===== src/rtl/parity_pkg.sv =====
// Shared definitions for the bit-serial parity link (encoder, decoder, benches).
package parity_pkg;

  // Default payload width per frame; a frame is DEFAULT_DATA_W + 1 clocks long.
  localparam int unsigned DEFAULT_DATA_W = 7;

  // Parity sense selectors for the PARITY_ODD parameter.
  localparam bit PARITY_SEL_EVEN = 1'b0;
  localparam bit PARITY_SEL_ODD  = 1'b1;

  // Encoder FSM state encoding, shared with the decoder so traces line up.
  typedef enum logic [1:0] {
    ST_IDLE   = 2'd0,
    ST_SHIFT  = 2'd1,
    ST_PARITY = 2'd2
  } enc_state_e;

  // Final parity bit: running XOR, flipped for odd sense, flipped again on injection.
  function automatic logic parity_out(input logic acc, input logic odd, input logic inv);
    return acc ^ odd ^ inv;
  endfunction

endpackage


===== src/rtl/parity_encoder_if.sv =====
// Parallel-in / serial-out bus of the parity encoder.
// PARITY_ERR_INJECT_EN adds the inject_err request line.
interface parity_encoder_if
  import parity_pkg::*;
#(
  parameter int unsigned DATA_W = DEFAULT_DATA_W
);

  logic [DATA_W-1:0] din;
  logic              din_valid;
  logic              din_ready;
  logic              dataout;
  logic              dout_valid;
  logic              sof;
  logic              par_bit;
`ifdef PARITY_ERR_INJECT_EN
  logic              inject_err;
`endif

`ifdef PARITY_ERR_INJECT_EN
  // Word source side.
  modport master (
    output din, din_valid, inject_err,
    input  din_ready, dataout, dout_valid, sof, par_bit
  );

  // Encoder side.
  modport slave (
    input  din, din_valid, inject_err,
    output din_ready, dataout, dout_valid, sof, par_bit
  );
`else
  // Word source side.
  modport master (
    output din, din_valid,
    input  din_ready, dataout, dout_valid, sof, par_bit
  );

  // Encoder side.
  modport slave (
    input  din, din_valid,
    output din_ready, dataout, dout_valid, sof, par_bit
  );
`endif

endinterface


===== src/rtl/parity_encoder_piso_shift.sv =====
// Loadable LSB-first parallel-in serial-out register; ser_o is the current LSB.
module piso_shift #(
  parameter int unsigned W = 6
) (
  input  logic         clk,
  input  logic         rst,
  input  logic         load_i,
  input  logic         shift_i,
  input  logic [W-1:0] data_i,
  output logic         ser_o
);

  logic [W-1:0] sr_q;
  logic [W-1:0] sr_d;

  // Load has priority over shift; zeros fill from the top.
  always_comb begin
    sr_d = sr_q;
    if (load_i) begin
      sr_d = data_i;
    end else if (shift_i) begin
      sr_d = sr_q >> 1;
    end
  end

  // Shift register state.
  always_ff @(posedge clk) begin
    if (rst) begin
      sr_q <= '0;
    end else begin
      sr_q <= sr_d;
    end
  end

  assign ser_o = sr_q[0];

endmodule


===== src/rtl/parity_encoder.sv =====
// Serial parity transmitter: takes a word on a valid/ready handshake, sends it
// LSB first one bit per clock, then one parity bit. Frames run back-to-back.
// Optional: PARITY_ERR_INJECT_EN adds inject_err, which corrupts the frame's parity.
module parity_encoder
  import parity_pkg::*;
#(
  parameter int unsigned DATA_W     = DEFAULT_DATA_W,
  parameter bit          PARITY_ODD = PARITY_SEL_EVEN
) (
  input  logic            clk,
  input  logic            rst,
  parity_encoder_if.slave bus
);

  localparam int unsigned CNT_W = $clog2(DATA_W);
  localparam int unsigned REM_W = DATA_W - 1;
  localparam logic [CNT_W-1:0] LAST_IDX = CNT_W'(DATA_W - 1);

  enc_state_e       state_q, state_d;
  logic [CNT_W-1:0] cnt_q, cnt_d;
  logic             acc_q, acc_d;
  logic             inj_q, inj_d;
  logic             dataout_q, dataout_d;
  logic             dout_valid_q, dout_valid_d;
  logic             sof_q, sof_d;
  logic             par_bit_q, par_bit_d;

  logic             din_ready_c;
  logic             hs_c;
  logic             load_c;
  logic             shift_c;
  logic             inj_in_c;
  logic             ser_c;

`ifdef PARITY_ERR_INJECT_EN
  assign inj_in_c = bus.inject_err;
`else
  assign inj_in_c = 1'b0;
`endif

  // Bit 0 goes straight to dataout on load; the shifter holds bits 1..DATA_W-1.
  piso_shift #(
    .W (REM_W)
  ) u_piso (
    .clk     (clk),
    .rst     (rst),
    .load_i  (load_c),
    .shift_i (shift_c),
    .data_i  (bus.din[DATA_W-1:1]),
    .ser_o   (ser_c)
  );

  // Next-state, counter, accumulator and output decode.
  always_comb begin
    state_d      = state_q;
    cnt_d        = cnt_q;
    acc_d        = acc_q;
    inj_d        = inj_q;
    dataout_d    = 1'b0;
    dout_valid_d = 1'b0;
    sof_d        = 1'b0;
    par_bit_d    = 1'b0;
    load_c       = 1'b0;
    shift_c      = 1'b0;
    din_ready_c  = ~rst & ((state_q == ST_IDLE) | (state_q == ST_PARITY));
    hs_c         = bus.din_valid & din_ready_c;

    unique case (state_q)
      ST_IDLE, ST_PARITY: begin
        if (hs_c) begin
          // Fresh frame: counter and accumulator restart, bit 0 leads.
          state_d      = ST_SHIFT;
          load_c       = 1'b1;
          cnt_d        = '0;
          acc_d        = bus.din[0];
          inj_d        = inj_in_c;
          dataout_d    = bus.din[0];
          dout_valid_d = 1'b1;
          sof_d        = 1'b1;
        end else begin
          state_d = ST_IDLE;
        end
      end
      ST_SHIFT: begin
        dout_valid_d = 1'b1;
        if (cnt_q == LAST_IDX) begin
          state_d   = ST_PARITY;
          dataout_d = parity_out(acc_q, PARITY_ODD, inj_q);
          par_bit_d = 1'b1;
        end else begin
          shift_c   = 1'b1;
          dataout_d = ser_c;
          acc_d     = acc_q ^ ser_c;
          cnt_d     = cnt_q + CNT_W'(1);
        end
      end
      default: begin
        state_d = ST_IDLE;
      end
    endcase
  end

  // State and registered outputs; reset aborts any frame in flight.
  always_ff @(posedge clk) begin
    if (rst) begin
      state_q      <= ST_IDLE;
      cnt_q        <= '0;
      acc_q        <= 1'b0;
      inj_q        <= 1'b0;
      dataout_q    <= 1'b0;
      dout_valid_q <= 1'b0;
      sof_q        <= 1'b0;
      par_bit_q    <= 1'b0;
    end else begin
      state_q      <= state_d;
      cnt_q        <= cnt_d;
      acc_q        <= acc_d;
      inj_q        <= inj_d;
      dataout_q    <= dataout_d;
      dout_valid_q <= dout_valid_d;
      sof_q        <= sof_d;
      par_bit_q    <= par_bit_d;
    end
  end

  assign bus.din_ready  = din_ready_c;
  assign bus.dataout    = dataout_q;
  assign bus.dout_valid = dout_valid_q;
  assign bus.sof        = sof_q;
  assign bus.par_bit    = par_bit_q;

endmodule


===== src/flat_wrapper.sv =====
// flat-port wrapper written by rule: the top's interface ports become plain ports
module parity_encoder_flat import parity_pkg::*;
#(
  parameter int unsigned DATA_W     = DEFAULT_DATA_W,
  parameter bit          PARITY_ODD = PARITY_SEL_EVEN
)
  (clk, rst, bus_din, bus_din_valid, bus_din_ready, bus_dataout, bus_dout_valid, bus_sof, bus_par_bit);
  parity_encoder_if #(.DATA_W(DATA_W)) bus_i ();
  input  logic clk;
  input  logic rst;
  input wire logic [$bits(bus_i.din)-1:0] bus_din;
  input wire logic [$bits(bus_i.din_valid)-1:0] bus_din_valid;
  output wire logic [$bits(bus_i.din_ready)-1:0] bus_din_ready;
  output wire logic [$bits(bus_i.dataout)-1:0] bus_dataout;
  output wire logic [$bits(bus_i.dout_valid)-1:0] bus_dout_valid;
  output wire logic [$bits(bus_i.sof)-1:0] bus_sof;
  output wire logic [$bits(bus_i.par_bit)-1:0] bus_par_bit;
  assign bus_i.din = bus_din;
  assign bus_i.din_valid = bus_din_valid;
  assign bus_din_ready = bus_i.din_ready;
  assign bus_dataout = bus_i.dataout;
  assign bus_dout_valid = bus_i.dout_valid;
  assign bus_sof = bus_i.sof;
  assign bus_par_bit = bus_i.par_bit;
  parity_encoder #(.DATA_W(DATA_W), .PARITY_ODD(PARITY_ODD)) u_core (.clk(clk), .rst(rst), .bus(bus_i));
endmodule

===== config.mk =====
export PLATFORM = sky130hd
export DESIGN_NAME = parity_encoder_flat
export DESIGN_NICKNAME = d
export VERILOG_FILES = /design/src/rtl/parity_pkg.sv /design/src/rtl/parity_encoder_if.sv /design/src/rtl/parity_encoder_piso_shift.sv /design/src/rtl/parity_encoder.sv /design/src/flat_wrapper.sv
export SDC_FILE = /design/constraint.sdc
export NUM_CORES = 1
export LEC_CHECK = 0
export ABC_AREA = 1
export CORE_MARGIN = 10
export CORE_UTILIZATION = 48
export DETAILED_ROUTE_END_ITERATION = 6
export PLACE_DENSITY = 0.81
export SYNTH_ARGS = -nofsm -noshare
export SYNTH_HDL_FRONTEND = slang
export SYNTH_SLANG_ARGS = --single-unit

===== constraint.sdc =====
create_clock -name clk -period 1.45 [get_ports clk]
set_input_delay 0.2175 -clock clk [delete_from_list [all_inputs] [get_ports clk]]
set_output_delay 0.2175 -clock clk [all_outputs]
set_load 0.005 [all_outputs]

# Word-level counts from Yosys, hierarchy flattened

Cells that the tools add are included.

Bits in registers: 16
Input port bits: 10
Output and inout port bits: 5
ROM bits: 0
Logic and storage cells: 47
Memory bits (writable): 0
Memories kept: 0
Bits in latches: 0

Mux-type cells: 20
Order comparisons: 0
Shift operators: 0
$add $sub $neg: 1
Reduce and logical (&&, ||, !) cells: 6
Multiply operators: 0
Div/mod/pow operators: 0
Eq/ne operators: 6
Bitwise gates (word level): 6

Operators with widths:

| operator                                            | count |
|---|---|
| 2-to-1 mux 6 bit                                    | 2 |
| 2-to-1 mux 1 bit                                    | 10 |
| 2-to-1 mux 3 bit                                    | 2 |
| one-hot mux 1 bit (2 select lines)                  | 3 |
| one-hot mux 3 bit (2 select lines)                  | 1 |
| != test 2 x 1 -> 1 bit, second input constant       | 2 |
| one-hot mux 2 bit (2 select lines)                  | 1 |
| nonzero test 2 bit                                  | 2 |
| OR reduction 2 bit                                  | 2 |
| adder 3 x 1 -> 3 bit, second input constant         | 1 |
| equality test 3 bit, second input constant          | 1 |
| AND reduction 3 bit                                 | 1 |
| bitwise AND 1 bit                                   | 2 |
| equality test 2 x 1 -> 1 bit, second input constant | 1 |
| equality test 2 bit, second input constant          | 1 |
| logical NOT 2 bit                                   | 1 |
| 2-to-1 mux 2 bit                                    | 1 |
| != test 2 bit, second input constant                | 1 |
| NOT 1 bit                                           | 2 |
| OR 1 bit                                            | 1 |
| bitwise XOR 1 bit                                   | 1 |

# Depth between registers and ports, before layout

Word-level depth: 7
Depth in mapped cells: 9

# Cells and area by module

A second synthesis with hierarchy kept.

Cell total of the unflattened synthesis: 110
Area total of the unflattened synthesis: 752.0 um2

By module, submodules not included:

| module         | area each (um2) | cells an instance | instances |
|---|---|---|---|
| parity_encoder | 467.9           | 64                | 1 |
| piso_shift     | 284.0           | 46                | 1 |

# Worst setup path after synthesis

Ideal clock, no wire load.

Path kind: reg-to-reg
From: register u_core.cnt_q[0]
To: register u_core.cnt_q[0]
Arrival time: 1.114 ns
Slack: 0.222 ns
Period minus slack after synthesis: 1.228 ns
Stages on the path, launching flop included: 10
Setup time: 0.114 ns
Cells stage by stage: dfxtp_1 inv_1 ha_1 nand2_1 nand2_2 nand2_2 buf_6 nand2_1 nand2_1 nor2_2

Word-level cells in the longest chain between the ends: 3
Elaborated cells on any way between the ends: 6
Those cells by class: add/sub (1); eq/ne (2); mux (2); reduce/logical (1)

RTL lines:

| item                                                                      | RTL line                                   | text |
|---|---|---|
| start: declaration                                                        | parity_encoder.sv:20                       | `logic [CNT_W-1:0] cnt_q, cnt_d;` |
| start signal: assignment                                                  | parity_encoder.sv:116                      | `cnt_q <= cnt_d;` |
| adder 3 x 1 -> 3 bit or equality test 3 bit (tied branches)               | parity_encoder.sv:94, parity_encoder.sv:86 |  |
| 2-to-1 mux 3 bit or != test 2 bit (tied branches)                         | -                                          |  |
| one-hot mux 3 bit (2 select lines) or AND reduction 3 bit (tied branches) | -                                          |  |

Parallel ways exist; a longest one is shown, timed or not. The select of a mux whose other input is x is not followed.
A chain may end at the register's enable or synchronous reset.

# Worst setup path after layout

From: register u_core.par_bit_q (netlist: u_core.bus.par_bit)
To: output port bus_par_bit

RTL lines:

| item                     | RTL line              | text |
|---|---|---|
| start: declaration       | parity_encoder.sv:26  | `logic par_bit_q, par_bit_d;` |
| start signal: assignment | parity_encoder.sv:122 | `par_bit_q <= par_bit_d;` |
| end: declaration         | flat_wrapper.sv:17    | `output wire logic [$bits(bus_i.par_bit)-1:0] bus_par_bit;` |

No word-level cell between the ends.

==> metrics <==
largest net degree at the start of global routing=11; clk_lat worst skew=~290 ps; initial antenna violation count=0; YS warnings=0; first-pass GRT wire length=2880 µm; post-synthesis register bit count=16; Port Buffers=14; CP peak stage delay=500 ps; reg-to-reg endpoint=u_core.u_piso.sr_q[4]; Total Power=948 µW; CP endpoint kind=output pin; post-layout util=0.678; Core Box Area=1490 µm²; hpwl dp=1360 µm; clk root buf=clkbuf_4; Cell Pwr Density=approximately 940 nW/µm²; Hold Path Stages=3; relative slew slack=0.878; TritonCTS Buffers=3; vias in the first global route=733; register area share after synthesis=0.425; worst hold path type=input port to flop; f_max=750 MHz; Synth Area per Inst=7.04 µm²; Fin. Hold Viols=0; Slew @ Worst Pin=182 ps; setup violators final=0; Syn Nets=119; Finished Cell Area=roughly 1000 µm²; GRT Util Overall=0.102; status=completed; # DRC=0; Reg2Reg Setup Slack=150 ps; min cycle time layout=approximately 1300 ps; end of the worst hold path=u_core.state_q[0]; family with the most delay on the worst path=buffers and inverters; top cells by count, synth=nand2_1 (38), dfxtp_1 (16), nand3_1 (14); Max Cap Viol=0; total grt overflow=0; worst hold start=rst; Top FF cell, synth=dfxtp_1; site row count=14; share of layout cells above drive strength 1=0.187; H-tree depth=1; critical path required time=approximately 1200 ps; critical path fanouts, max=1; instance area at placement=973 µm²; clock sink total=16; startpoint type of the worst setup path=flop; Buf/Inv on CP=1; post-synth top area cell=dfxtp_1; n_diodes=0; worst vdd ir=0.570 mV; width of the die=59.6 µm; NumNets Final=147; Post-synth EDFFs=0; CP cell instances=clkdlybuf4s50_1; CTS tree=built; worst r2r path cells=8; area delta synth->final=34.1%; Iter 0 DRT Violations=8; ys async rst share=0; reg-to-reg startpoint=u_core.cnt_q[0]; via count=~740; fillers=between 100 and 150; leakage power=approximately 0.00049 µW; most frequent cell after synthesis=nand2_1; TritonRoute pass-1 iters=4; area share of the largest cell type after synthesis=0.425; Synth cell types=17; synthesized area=753 µm²; die height=roughly 60 µm; max-slew violations=0; CTS max path bufs=2; GP Congestion=around 0.82; Critical-path top delay cell=clkdlybuf4s50_1; largest cells by area after synthesis=dfxtp_1 (43%), nand2_1 (19%), nand3_1 (9.3%); Tcrit/Tclk final=0.920; Clock Pin Slew Worst Setup and Hold Paths=100 ps; cell count after placement=between 100 and 150; Final Skew=3.35 ps; Layout Cells excl Fill=150; starting density of the core=0.506; WL per Instance=11.0 µm; worst setup path class=flop to output pin; Top Ports=15; Critical Path AT=1120 ps; Final ANT Viol Nets=0; RSZ-0062 raised after global routing=false; WL final=1650 µm; Syn Inst Count=107; die outline area=3550 µm²; vias per inst=4.90; final hold slack=approximately 460 ps
## where the power goes
group          switching [µW]  leakage (µW)  internal (µW)
Clock                     147     0.0000210            153
Sequential               13.0      0.000131            464
Combinational            86.0      0.000342           85.6
Total                     246      0.000495            702
## through the flow
| step | setup TNS (ps) | worst slack (ps) |
|---|---|---|
| floorplan | 0 | 222 |
| global placement | -385 | -87.2 |
| detailed placement | -605 | -99.0 |
| CTS | 0 | 95.4 |
| global route | 0 | 23.4 |
| finish | 0 | 117 |
## layout make-up
cell class / count / area, µm² / share of cell area
Clock buffer: 4 / 36.3 / 0.0359
Inverter: 12 / 45.0 / 0.0446
Tap cell: 16 / 20.0 / 0.0198
Multi-Input combinational cell: 77 / 365 / 0.362
Sequential cell: 16 / 323 / 0.320
Timing Repair Buffer: 25 / 220 / 0.218
## worst register-to-register path: cells and delay by family, from the launching register on
kind                       cells  cell delay (ps)
and+or+nand+nor                5              490
adders and majority gates      1              190
buffers and inverters          2              160
DFF                            1              360
## worst max path at each step
| stage | from | endpoint | slack [ps] | depth (start not counted) |
|---|---|---|---|---|
| 6_report | u_core.bus.par_bit | bus_par_bit | 120 | 1 |
| 5_1_grt | u_core.cnt_q[0] | u_core.u_piso.sr_q[4] | 20 | 8 |
| 4_1_cts | u_core.cnt_q[0] | u_core.u_piso.sr_q[4] | 100 | 8 |
| 2_1_floorplan | u_core.cnt_q[0] | u_core.cnt_q[0] | 220 | 9 |
| 3_5_place_dp | rst | u_core.u_piso.sr_q[4] | -100 | 8 |
| 3_3_place_gp | rst | bus_din_ready | -90 | 3 |
## logic make-up after synthesis
| group | after synthesis | share of synthesized area |
|---|---|---|
| buffers and inverters | 14 | 0.0897 |
| adder cells (fa/ha/maj) | 2 | 0.0332 |
| flip-flops | 16 | 0.425 |
| AO/OA/AOI/OAI | 5 | 0.0365 |
| AND/OR/NAND/NOR | 70 | 0.415 |
## registers in the layout (all words and copies together), names as in the netlist
signal and flops:
u_core.bus.dout_valid 1, u_core.bus.par_bit 1, u_core.acc_q 1, u_core.u_piso.sr_q 6
u_core.bus.sof 1, u_core.bus.dataout 1, u_core.cnt_q 3, u_core.state_q 2
## cell usage in the layout, fill, tap and decap left out, types with 2 or more instances in the layout
cell / n
nand3_1: 14
nor2_1: 11
buf_4: 11
inv_2: 2
dlygate4sd2_1: 2
clkdlybuf4s50_1: 12
nor2_4: 2
ha_1: 2
clkbuf_4: 3
dfxtp_1: 14
nand2_1: 38
a21oi_1: 2
dfxtp_2: 2
nand2_2: 2
inv_1: 10
## repair_timing
| action | 4_1_cts | 5_1_grt |
|---|---|---|
| hold buffers | 0 | 0 |
| buffers inserted | 0 | 0 |
| resized for setup | 3 | 1 |
| setup endpoints to repair | 1 | 6 |
| pin swaps | 0 | 0 |
## metal layers
layer	GRT usage	part of all wire	up-vias
met5	0	0	-
met2	0.172	0.48	17
met3	0.0300	0.048	6
met1	0.110	0.45	324
li1	-	-	388
met4	0.0577	0.030	0
(Power assumes the default switching activity.)
==> edit 1: new RTL, same settings <==
Change the package constant `DEFAULT_DATA_W` from 7 to 14.
--- a/src/rtl/parity_pkg.sv
+++ b/src/rtl/parity_pkg.sv
@@ -2,7 +2,7 @@
 package parity_pkg;
 
   // Default payload width per frame; a frame is DEFAULT_DATA_W + 1 clocks long.
-  localparam int unsigned DEFAULT_DATA_W = 7;
+  localparam int unsigned DEFAULT_DATA_W = 14;
 
   // Parity sense selectors for the PARITY_ODD parameter.
   localparam bit PARITY_SEL_EVEN = 1'b0;
Ports: changed (resized bus_din); port bits go from 15 to 22. The function was not compared with the original's and may differ.
==> edit 1 against the unedited design <==
  * Final area rose by 45%
  * Power rose by 51%
  * Via count up 39%
  * Setup slack got worse by 20 ps
  * Non-clock buffer count rose by 5
  * Global-route usage increased by 0.34 points
  * Sequential cell count grew 8
  * Count of clock-buffer cells in the layout down 1
  * Hold slack worse by 14 ps
  * Synthesized area increased by 51%
  * Clock skew is 2.1 ps lower
  * Fmax decreased by 1.5%
  * Routed wire length up 37%
  * Cell count increased by 41%
  * Largest cell class unchanged
==> edit 1: results (changes against the unedited design) <==
| Metric | Value |
|---|---|
| Status | finished clean |
| Worst skew pair latency | 310 ps (+20 ps) |
| Largest net degree at the start of global routing | 15 (+4) |
| Register area share after synthesis | 42.2% (-0.33 points) |
| Reg-to-reg critical path startpoint | u_core.cnt_q[1] |
| Share of layout cells above drive strength 1 | 19.0% (+0.37 points) |
| Reg2reg end | u_core.cnt_q[2] |
| Hold endpoint | u_core.u_piso.sr_q[12] |
| Hold path start | bus_din[13] |
| Mapped Nets | 174 (+46%) |
| Dpl hpwl | 1800 um (+32%) |
| Max stage delay on crit path | 490 ps |
| Placed Area | 0.00141 mm2 (+45%) |
| Worst vdd ir | 0.000614 V (+7.8%) |
| Total number of vias | 1021 (+39%) |
| CTS clk-pin slew, worst paths | 130 ps (+30 ps) |
| R2R depth | 8 (unchanged) |
| Synth top cells by count | nand2_1, dfxtp_1, nor2_1 |
| Overall routing resource usage | 10.5% (+0.34 points) |
| Worst Skew | 1.26 ps (-2.09 ps) |
| Slew @ Worst Pin | 229 ps (+46.4 ps) |
| Wire length per cell | 10.7 um (-2.8%) |
| Initial antenna violation count | 0 (unchanged) |
| Biggest regs | u_core.u_piso.sr_q (13), u_core.cnt_q (4), u_core.state_q (2) |
| Critical Path AT | 1140 ps (+20 ps) |
| Reg-to-reg slack, setup | 120 ps (-30 ps) |
| Cell leakage power | 0.702 nW (+42%) |
| IO buf count | 21 (+7) |
| DP Worst Slack | -120 ps (-20.7 ps) |
| Library cells used by synthesis | 23 (+6) |
| Final estimated routing congestion in global placement | 0.736 (-10%) |
| Final-stage net count | 204 (+39%) |
| First-pass GRT wire length | 3840 um (+33%) |
| Vias in the first global route | 965 (+32%) |
| Number of DRC markers in iteration 0 | 23 (+15) |
## edit 1: worst max path at each step
stage               cells past startpoint                  start                     end  slack, ps
floorplan                               9        u_core.cnt_q[0]  u_core.u_piso.sr_q[10]        180
global placement                        3                    rst           bus_din_ready       -110
detailed placement                      3                    rst           bus_din_ready       -120
CTS                                     1  u_core.bus.dout_valid          bus_dout_valid         70
global route                            8        u_core.cnt_q[1]         u_core.cnt_q[2]         -3
finish                                  1     u_core.bus.par_bit             bus_par_bit        100
## edit 1: what timing repair did
item	in CTS	in global routing
cloned	0	0
resized for setup	2	2
setup endpoints to repair	1	10
pin swaps	0	0
## edit 1: metal layers
metal / GRT usage (%) / share of wire [%] / vias to the layer above
met2: 18.8 / 51 / 17
li1: - / - / 532
met4: 5.67 / 1.3 / 0
met1: 11.2 / 41 / 468
met5: 0 / 0 / -
met3: 2.58 / 6.7 / 4
## edit 1: metrics by stage
stage               std cells  hold WS (ps)  setup TNS (ps)
finish                    212           445               0
global route              212           479           -5.67
CTS                       212           441               0
detailed placement        208           448            -375
global placement          208           436            -107
floorplan                 155           355               0
## edit 1: final cells by class
type                            count  area, um2
Clock buffer                        3       22.5
Timing Repair Buffer               30        289
Clock inverter                      1       30.0
Inverter                           10       40.0
Tap cell                           28       35.0
Sequential cell                    24        483
Fill cell                         206        766
Multi-Input combinational cell    116        568
## edit 1: cells by family after synthesis
kind of cell             synth area share (%)
flip-flops                               42.2
XOR/XNOR                                0.769
adder cells (fa/ha/maj)                  2.20
AND/OR/NAND/NOR                          42.5
buffers and inverters                    8.35
AO/OA/AOI/OAI                            3.95
## edit 1: worst reg2reg max path: stages, from the launching register on
cell     delay, ps
dfxtp_2        350
inv_1           50
ha_1           160
nand3_2        140
nand2_4        130
nand2_8         70
buf_4          150
a21oi_1        130
nor2_1          60
## edit 1: power breakdown
part           switching, mW  total [mW]  leakage [nW]  internal [mW]
clock network          0.199       0.479        0.0279          0.279
logic                  0.122       0.246         0.478          0.124
registers             0.0165       0.705         0.196          0.689
total                  0.338        1.43         0.702           1.09
==> edit 2: new RTL, same flow settings <==
Without the edit above. The 3 states of `enc_state_e` get a one-hot encoding in 3 bits.
--- a/src/rtl/parity_pkg.sv
+++ b/src/rtl/parity_pkg.sv
@@ -9,10 +9,10 @@
   localparam bit PARITY_SEL_ODD  = 1'b1;
 
   // Encoder FSM state encoding, shared with the decoder so traces line up.
-  typedef enum logic [1:0] {
-    ST_IDLE   = 2'd0,
-    ST_SHIFT  = 2'd1,
-    ST_PARITY = 2'd2
+  typedef enum logic [2:0] {
+    ST_IDLE   = 3'b001,
+    ST_SHIFT  = 3'b010,
+    ST_PARITY = 3'b100
   } enc_state_e;
 
   // Final parity bit: running XOR, flipped for odd sense, flipped again on injection.
Check against the original RTL: same outputs for any inputs over 10 cycles, from zero or initial values and one cycle with rst high; not proved beyond that.
==> edit 2 against the unedited design <==
  * Setup slack gained 17 ps
  * Via count grew 4.8%
  * Routed wire length rose by 12%
  * Final area is 15% higher
  * Power down 1.8%
  * Die area rose by 11%
  * Critical path depth unchanged
  * Synthesized area up 17%
  * Sequential cell count is 1 higher
  * Critical path type unchanged
  * Critical endpoint is now bus_sof
==> edit 2: results (changes against the unedited design) <==
| Metric | Value |
|---|---|
| Post-Layout Cell Count | 164 (+9.3%) |
| Pre-Repair DR Iteration Count | 5 (+1) |
| Ranking of synthesized cells by area | dfxtp_1, nand2_1, nand3_2 |
| Clock net power | 0.249 mW (-17%) |
| P_int | 0.684 mW (-2.7%) |
| Hold slack final | 488 ps (+29.4 ps) |
| Library cells used by synthesis | 22 (+5) |
| Final-stage net count | 152 (+3.4%) |
| Overall routing resource usage | 9.41% (-0.79 points) |
| Hold endpoint | u_core.cnt_q[0] |
| GR met2 Demand/Resource | 17.4% (+0.20 points) |
| Status | finished clean |
| Hold path start | u_core.cnt_q[0] |
| Hold WC Path Type | reg2reg |
| Biggest regs | u_core.u_piso.sr_q (6), u_core.cnt_q (3), u_core.state_q (3) |
| Met3 Wirelength | 71 um (-11%) |
| Placed Area | 0.00112 mm2 (+16%) |
| Power Dens Cells | 805 mW/mm2 (-14%) |
| Routed wl met2 | 995 um (+27%) |
| Share of layout cells above drive strength 1 | 31.7% (+13 points) |
| GR Util met3 | 1.97% (-1.0 points) |
| Worst vdd ir | 0.000560 V (-1.8%) |
| Synth top cells by count | nand2_1, dfxtp_1, inv_1 |
| Register area share after synthesis | 38.7% (-3.8 points) |
| Met1 Wirelength | 768 um (+4.3%) |
| Mapped Nets | 123 (+3.4%) |
| DP Worst Slack | -225 ps (-126 ps) |
| First-pass GRT wire length | 3120 um (+8.1%) |
| Slew HR | 82.2% (-5.6 points) |
| Dpl hpwl | 1470 um (+8.1%) |
| Cell leakage power | 0.507 nW (+2.4%) |
| Vias in the first global route | 748 (+2.0%) |
| Met1 usage | 9.87% (-1.1 points) |
| Synth Instances | 111 (+3.7%) |
| Hold depth | 2 (-1) |
| Detailed Route WL | 1850 um (+12%) |
edit 2: kinds of logic (layout without fill, tap and decap cells):
group           after synthesis  in the layout  share of synthesized area, %
compound gates               15             15                          12.0
simple gates                 60             60                          38.0
buf+inv                      17             45                          8.40
fa+ha+maj                     2              2                          2.85
flops                        17             17                          38.7
edit 2: cell type report:
type                       count  area [um2]
fill                         146         569
multi-input combinational     77         472
sequential                    17         343
timing repair buffer          26         225
inverter                      15        58.8
tap                           25        31.3
clock buffer                   3        22.5
clock inverter                 1        5.00
edit 2: worst max-delay path by stage:
stage                    startpoint               endpoint  depth (start not counted)
floorplan           u_core.cnt_q[0]  u_core.u_piso.sr_q[0]                          8
global placement                rst          bus_din_ready                          5
finish               u_core.bus.sof                bus_sof                          1
detailed placement              rst          bus_din_ready                          5
CTS                 u_core.cnt_q[0]  u_core.u_piso.sr_q[0]                          8
global route        u_core.cnt_q[0]  u_core.u_piso.sr_q[2]                          8
